===== src/rtl/instr_aligner.sv =====
// RV32C instruction realigner: turns word-aligned fetch words into one 16- or 32-bit
// instruction per decode handshake, carrying a halfword across fetch-word boundaries.
module instr_aligner (
   input  logic        s_clk_i,
   input  logic        s_rst_i,
   input  logic        s_flush_i,
   input  logic        s_flush_hw_i,
   input  logic        s_fetch_val_i,
   input  logic [31:0] s_fetch_data_i,
   input  logic        s_fetch_err_i,
   output logic        s_fetch_rdy_o,
   output logic        s_instr_val_o,
   input  logic        s_instr_rdy_i,
   output logic [31:0] s_instr_o,
   output logic        s_rvc_o,
   output logic        s_err_o
);

   typedef enum logic [1:0] {StAligned, StSkip, StHalf} state_e;

   state_e      state_q, state_d;
   logic [15:0] hbuf_q, hbuf_d;
   logic        herr_q, herr_d;

   logic [15:0] lo_hw, hi_hw;
   logic        lo_rvc, hi_rvc, hbuf_rvc;
   logic        instr_val, fetch_rdy, out_hs;
   logic [31:0] instr;
   logic        rvc, err;

   assign lo_hw    = s_fetch_data_i[15:0];
   assign hi_hw    = s_fetch_data_i[31:16];
   assign lo_rvc   = (lo_hw[1:0] != 2'b11);
   assign hi_rvc   = (hi_hw[1:0] != 2'b11);
   assign hbuf_rvc = (hbuf_q[1:0] != 2'b11);

   // Output selection: what decode sees in the current cycle.
   always_comb begin
      instr_val = 1'b0;
      instr     = 32'h0;
      rvc       = 1'b0;
      err       = 1'b0;
      unique case (state_q)
         StAligned: begin
            instr_val = s_fetch_val_i;
            err       = s_fetch_err_i;
            if (lo_rvc) begin
               instr = {16'h0, lo_hw};
               rvc   = 1'b1;
            end else begin
               instr = s_fetch_data_i;
            end
         end
         StSkip: begin
            if (hi_rvc) begin
               instr_val = s_fetch_val_i;
               instr     = {16'h0, hi_hw};
               rvc       = 1'b1;
               err       = s_fetch_err_i;
            end
         end
         StHalf: begin
            if (hbuf_rvc) begin
               instr_val = 1'b1;
               instr     = {16'h0, hbuf_q};
               rvc       = 1'b1;
               err       = herr_q;
            end else begin
               instr_val = s_fetch_val_i;
               instr     = {lo_hw, hbuf_q};
               err       = herr_q | s_fetch_err_i;
            end
         end
         default: ;
      endcase
      if (s_flush_i) begin
         instr_val = 1'b0;
      end
      // Payload is zero whenever nothing is offered.
      if (!instr_val) begin
         instr = 32'h0;
         rvc   = 1'b0;
         err   = 1'b0;
      end
   end

   assign out_hs = instr_val & s_instr_rdy_i;

   // Consumption and next-state sequencing.
   always_comb begin
      state_d   = state_q;
      hbuf_d    = hbuf_q;
      herr_d    = herr_q;
      fetch_rdy = 1'b0;
      unique case (state_q)
         StAligned: begin
            if (out_hs) begin
               fetch_rdy = 1'b1;
               if (lo_rvc) begin
                  hbuf_d  = hi_hw;
                  herr_d  = s_fetch_err_i;
                  state_d = StHalf;
               end
            end
         end
         StSkip: begin
            if (hi_rvc) begin
               if (out_hs) begin
                  fetch_rdy = 1'b1;
                  state_d   = StAligned;
               end
            end else if (s_fetch_val_i) begin
               // Upper half starts a 32-bit instruction: swallow the word, no output.
               fetch_rdy = 1'b1;
               hbuf_d    = hi_hw;
               herr_d    = s_fetch_err_i;
               state_d   = StHalf;
            end
         end
         StHalf: begin
            if (out_hs) begin
               if (hbuf_rvc) begin
                  state_d = StAligned;
               end else begin
                  fetch_rdy = 1'b1;
                  hbuf_d    = hi_hw;
                  herr_d    = s_fetch_err_i;
               end
            end
         end
         default: state_d = StAligned;
      endcase
      if (s_flush_i) begin
         fetch_rdy = 1'b0;
         hbuf_d    = 16'h0;
         herr_d    = 1'b0;
         state_d   = s_flush_hw_i ? StSkip : StAligned;
      end
   end

   always_ff @(posedge s_clk_i) begin
      if (s_rst_i) begin
         state_q <= StAligned;
         hbuf_q  <= 16'h0;
         herr_q  <= 1'b0;
      end else begin
         state_q <= state_d;
         hbuf_q  <= hbuf_d;
         herr_q  <= herr_d;
      end
   end

   assign s_fetch_rdy_o = fetch_rdy;
   assign s_instr_val_o = instr_val;
   assign s_instr_o     = instr;
   assign s_rvc_o       = rvc;
   assign s_err_o       = err;

endmodule


===== config.mk =====
export PLATFORM = sky130hd
export DESIGN_NAME = instr_aligner
export DESIGN_NICKNAME = d
export VERILOG_FILES = /design/src/rtl/instr_aligner.sv
export SDC_FILE = /design/constraint.sdc
export NUM_CORES = 1
export LEC_CHECK = 0
export BUFFER_PORTS_ARGS = -buffer_cell sky130_fd_sc_hd__buf_2
export CORE_ASPECT_RATIO = 1.1
export CORE_MARGIN = 4
export CORE_UTILIZATION = 25
export CTS_CLUSTER_DIAMETER = 40
export DETAILED_ROUTE_END_ITERATION = 7
export GPL_ROUTABILITY_DRIVEN = 0
export GPL_TIMING_DRIVEN = 0
export PLACE_DENSITY_LB_ADDON = 0.15
export SKIP_LAST_GASP = 1
export SLEW_MARGIN = 20
export SYNTH_ARGS = -nofsm -noshare
export SYNTH_HDL_FRONTEND = slang
export SYNTH_SLANG_ARGS = --single-unit

===== constraint.sdc =====
create_clock -name s_clk_i -period 3.1 [get_ports s_clk_i]
set_input_delay 0.155 -clock s_clk_i [delete_from_list [all_inputs] [get_ports s_clk_i]]
set_output_delay 0.155 -clock s_clk_i [all_outputs]
set_load 0.05 [all_outputs]

* After elaboration in Yosys (flattened, before gate mapping)
Cells that the tools add are included.
** Storage, ports and cells
- Register bits after elaboration :: 19
- Output and inout port bits :: 36
** Cells by class
- Equality and inequality tests :: 17
- Mux-type cells :: 49
- Bitwise operators :: 2
- Reductions and logical operators :: 5
** Operator list (count)
- 2-to-1 mux 16 bit :: 7
- 2-to-1 mux 32 bit :: 3
- one-hot mux 32 bit (3 select lines) :: 1
- one-hot mux 16 bit (3 select lines) :: 1
- 2-to-1 mux 1 bit :: 23
- != test 2 bit, second input constant :: 9
- 2-to-1 mux 2 bit :: 8
- one-hot mux 1 bit (3 select lines) :: 5
- != test 3 bit, second input constant :: 4
- != test 4 bit, second input constant :: 2
- AND reduction 7 bit :: 1
- one-hot mux 2 bit (3 select lines) :: 1
- AND reduction 6 bit :: 1
- nonzero test 3 bit :: 1
- == test 2 x 1 -> 1 bit, second input constant :: 1
- == test 2 bit, second input constant :: 1
- zero test 2 bit :: 1
- OR reduction 2 bit :: 1
- bitwise AND 1 bit :: 1
- bitwise OR 1 bit :: 1

* Depth between registers and ports, before layout
- Depth in word-level cells :: 9
- Mapped depth :: 9
- Depth with buffers taken out :: 6

* Worst setup path before layout
No wires, ideal clock.
- Path type :: register -> output
- From :: register state_q[1]
- To :: output port s_fetch_rdy_o
- Data arrival time :: 2.705 ns
- Data required time :: 2.945 ns
- Setup slack :: 0.240 ns
- Stages on the path, launching flop included :: 9
- Path through :: dfxtp_1 > buf_6 > nor2b_4 > buf_6 > a21o_4 > nand2_1 > inv_1 > nand3_1 > a221oi_1
** Between the ends
- Word-level cells in the longest chain between the ends :: 8
- Elaborated cells between the ends (all ways) :: 11
** RTL lines
- start: declaration :: RTL line 21 : state_e state_q, state_d;
- start signal: assignment :: RTL line 143 : state_q <= StAligned;
- start signal: assignment :: RTL line 147 : state_q <= state_d;
- == test 2 bit, or another cell as far along :: RTL line 43 : unique case (state_q)
- one-hot mux 1 bit (3 select lines) * :: RTL line 43
- 2-to-1 mux 1 bit * :: RTL line 76 : if (s_flush_i) begin
- via s_instr_val_o :: RTL line 12 : output logic s_instr_val_o,
- bitwise AND 1 bit * :: RTL line 87 : assign out_hs = instr_val & s_instr_rdy_i;
- 2-to-1 mux 1 bit :: RTL line 97, 108
- 2-to-1 mux 1 bit :: RTL line 107 : if (hi_rvc) begin
- one-hot mux 1 bit (3 select lines) * :: RTL line 95 : unique case (state_q)
- 2-to-1 mux 1 bit * :: RTL line 133 : if (s_flush_i) begin
- end: declaration :: RTL line 11 : output logic s_fetch_rdy_o,
Mark *: on every way through the listed nets, which the timed path passes. The rest lies on a longest branch.

* Final worst setup path
- From :: register state_q[0]
- To :: output port s_instr_o[9]
** Between the ends
- Word-level cells in the longest chain between the ends :: 4
- Elaborated cells between the ends (all ways) :: 7
** RTL lines
- == test 2 bit, or another cell as far along :: RTL line 43
- one-hot mux 1 bit (3 select lines) :: RTL line 43
- 2-to-1 mux 1 bit :: RTL line 76
- 2-to-1 mux 32 bit * :: RTL line 80 : if (!instr_val) begin
- end: declaration :: RTL line 14 : output logic [31:0] s_instr_o,
Every way passes the cells marked *; elsewhere a longest branch is shown, timed or not.

==> metrics <==
outcome=completed; Die W=87.2 um; Clock Skews=0.00532 ns; antenna cells=0; grt peak-use layer=met2; layout cells sized above 1=0.335; NetSw=0.339 mW; Synth area leaders=dfxtp_1 22%, nor2_1 10%, a21oi_1 8.7%; ys async rst share=0; Pins Over Slew Limit=0; Syn. warnings=0; post-DP HPWL=4910 um; Worst VDD drop=0.178 mV; Worst Setup End Kind=output port; overall routed net length=6690 um; I/O pin cnt=75; Max clock buf depth=2; router iterations before antenna repair=4; Post-CTS Resized=0; vias=2092; clock group share of total power=0.233; power share of the combinational group=0.442; Setup CP Type=reg2out; Core Region=6630 um2; Synthesized Nets=285; initial cell density of the core=0.260; worst slew pin tran=1.06 ns; slew margin rel.=0.287; GR Util met2=0.266; CP Cell Sequence=buf_4, a21boi_1, buf_2, a21oi_1, nor2_1, a21oi_1, nor2_1, buf_2; Post-synth top cells=46 x nor2_1, 30 x a21oi_1, 19 x dfxtp_1, 19 x nand3_1, 16 x a22oi_1; post-route setup TNS=0 ns; GRT overflow=0; area share of the largest cell type after synthesis=0.221; largest net degree at the start of global routing=12; M1 GR Usage=0.213; Area Growth Syn to Fin=29.6%; Worst-path clk slew=0.08 ns; pwr/cell area=354 nW/um2; GRT Overall Usage=0.160; Net Sw Frac=0.430; CTS tree=yes; max cap viols=0; Cells after Synth=246; I/O Buffers=72; Setup Fix Bufs, Post-CTS=0; RSZ-0062 raised after global routing=no; Leak Pwr=0.923 nW; Via density=5.18; Crit-path slowest cell=a21boi_1; Max Clk Rate=374 MHz; met3 usage=0.0285; root buffer cell=clkbuf_8; Mean Syn Cell Area=7.00 um2; ANT nets after route=0; Hold WC Path Type=in2reg; DIE AREA=8280 um2; filler-free cell count of the finished design=404; Crit path max-delay family=buffers and inverters; Int Power=0.450 mW; global-route wire length before repair=10500 um; Clock Sinks=19; clk_lat worst skew=0.26 ns; CTS Buf Count=3; hold_buf cts=0; Hold Fails Final Rpt=0; vias in the first global route=2019; Distinct cells, synth=40; Rows=31; Nets=362; Seq/Total Area, Yosys=0.221; Startpoint Class=register; WP data required=2.94 ns; Post-synth top flop=dfxtp_1; initial antenna violation count=0; register share of total power=0.324; most frequent cell after synthesis=nor2_1; Cell Count Post-Placement=400; Die Span Y=95.1 um; Worst path max stage delay=0.55 ns; endpoints failing setup=0; Netlist Area Pre-Place=1720 um2; Tmin final=2.68 ns; drt drc=0; period utilization=0.863; post-synthesis register bit count=19; crit path buf inv count=3; Post-synth EDFFs=0; wire per inst=16.6 um; DR iter-0 viols=115; leading area contributor after synthesis=dfxtp_1; H-tree Lvls=1; Data arrival, critical path=2.52 ns; crit-path max FO=10
## sequential cells by signal, indices dropped and copies added (netlist names)
register and count:
hbuf_q 16, state_q 2, herr_q 1
## cells by family (layout without fill, tap and decap cells)
group,Yosys count,count (layout),share of synthesized area
simple gates,99,99,0.274
compound gates,99,99,0.411
flops,19,19,0.221
buf+inv,28,104,0.0886
mux,1,1,0.00581
## power by group through the flow
stage / logic, mW / registers [mW] / clock network, mW
3_5_place_dp: 0.351 / 0.262 / 0
5_1_grt: 0.380 / 0.257 / 0.195
2_1_floorplan: 0.245 / 0.260 / 0
4_1_cts: 0.352 / 0.256 / 0.187
6_report: 0.349 / 0.256 / 0.184
3_3_place_gp: 0.351 / 0.262 / 0
## layer usage
| layer | routed length, um | share of wire |
|---|---|---|
| met5 | 0 | 0 |
| met1 | 3030 | 0.45 |
| met3 | 408 | 0.061 |
| met4 | 82 | 0.012 |
| met2 | 3170 | 0.47 |
## placed cells by master, fill, tap and decap left out, drive strengths merged, types with 2 or more instances in the layout
| cell | count |
|---|---|
| nor2 | 46 |
| nor3 | 4 |
| buf | 85 |
| nand2b | 3 |
| a211oi | 19 |
| nor2b | 16 |
| clkbuf | 16 |
| o21ai | 19 |
| nand2 | 7 |
| a21oi | 30 |
| a21o | 2 |
| a21boi | 2 |
| a31oi | 3 |
| a22oi | 16 |
| inv | 2 |
| dfxtp | 19 |
| nand3 | 19 |
## worst reg2reg max path, stage by stage, from the launching register on
cell and delay [ns]:
dfxtp_1 0.33, buf_6 0.14, nor3_1 0.86, nor3_1 0.18, o21ba_2 0.26, o32ai_1 0.12
## worst paths after layout
check / slack (ns) / depth (start not counted) / to / from
hold reg to reg: 0.50 / 2 / hbuf_q[2] / hbuf_q[2]
setup / recovery: 0.42 / 8 / s_instr_o[9] / state_q[0]
setup reg to reg: 1.11 / 5 / state_q[1] / state_q[1]
hold / removal: 0.17 / 3 / hbuf_q[3] / s_fetch_data_i[19]
## metrics by stage
step | area [um2] | hold slack (ns) | util | total power [mW] | setup WS, ns
2_1_floorplan | 1720 | 0.311 | - | 0.505 | 0.240
3_3_place_gp | 2190 | 0.443 | 0.330 | 0.612 | 0.665
3_5_place_dp | 2190 | 0.447 | 0.330 | 0.612 | 0.692
4_1_cts | 2230 | 0.167 | 0.337 | 0.795 | 0.395
5_1_grt | 2230 | 0.170 | 0.337 | 0.832 | 0.180
6_report | 2230 | 0.165 | 0.337 | 0.789 | 0.424
## layout make-up
class                   count  area [um2]
fillers                   775        4400
inverters                   2        7.51
clock buffers               3        41.3
flip-flops and latches     19         380
plain buffers              26         145
well taps                  82         103
clock inverters             1        5.00
repair buffers             72         360
multi-input cells         199        1190
Power figures use the tool's default switching activity.
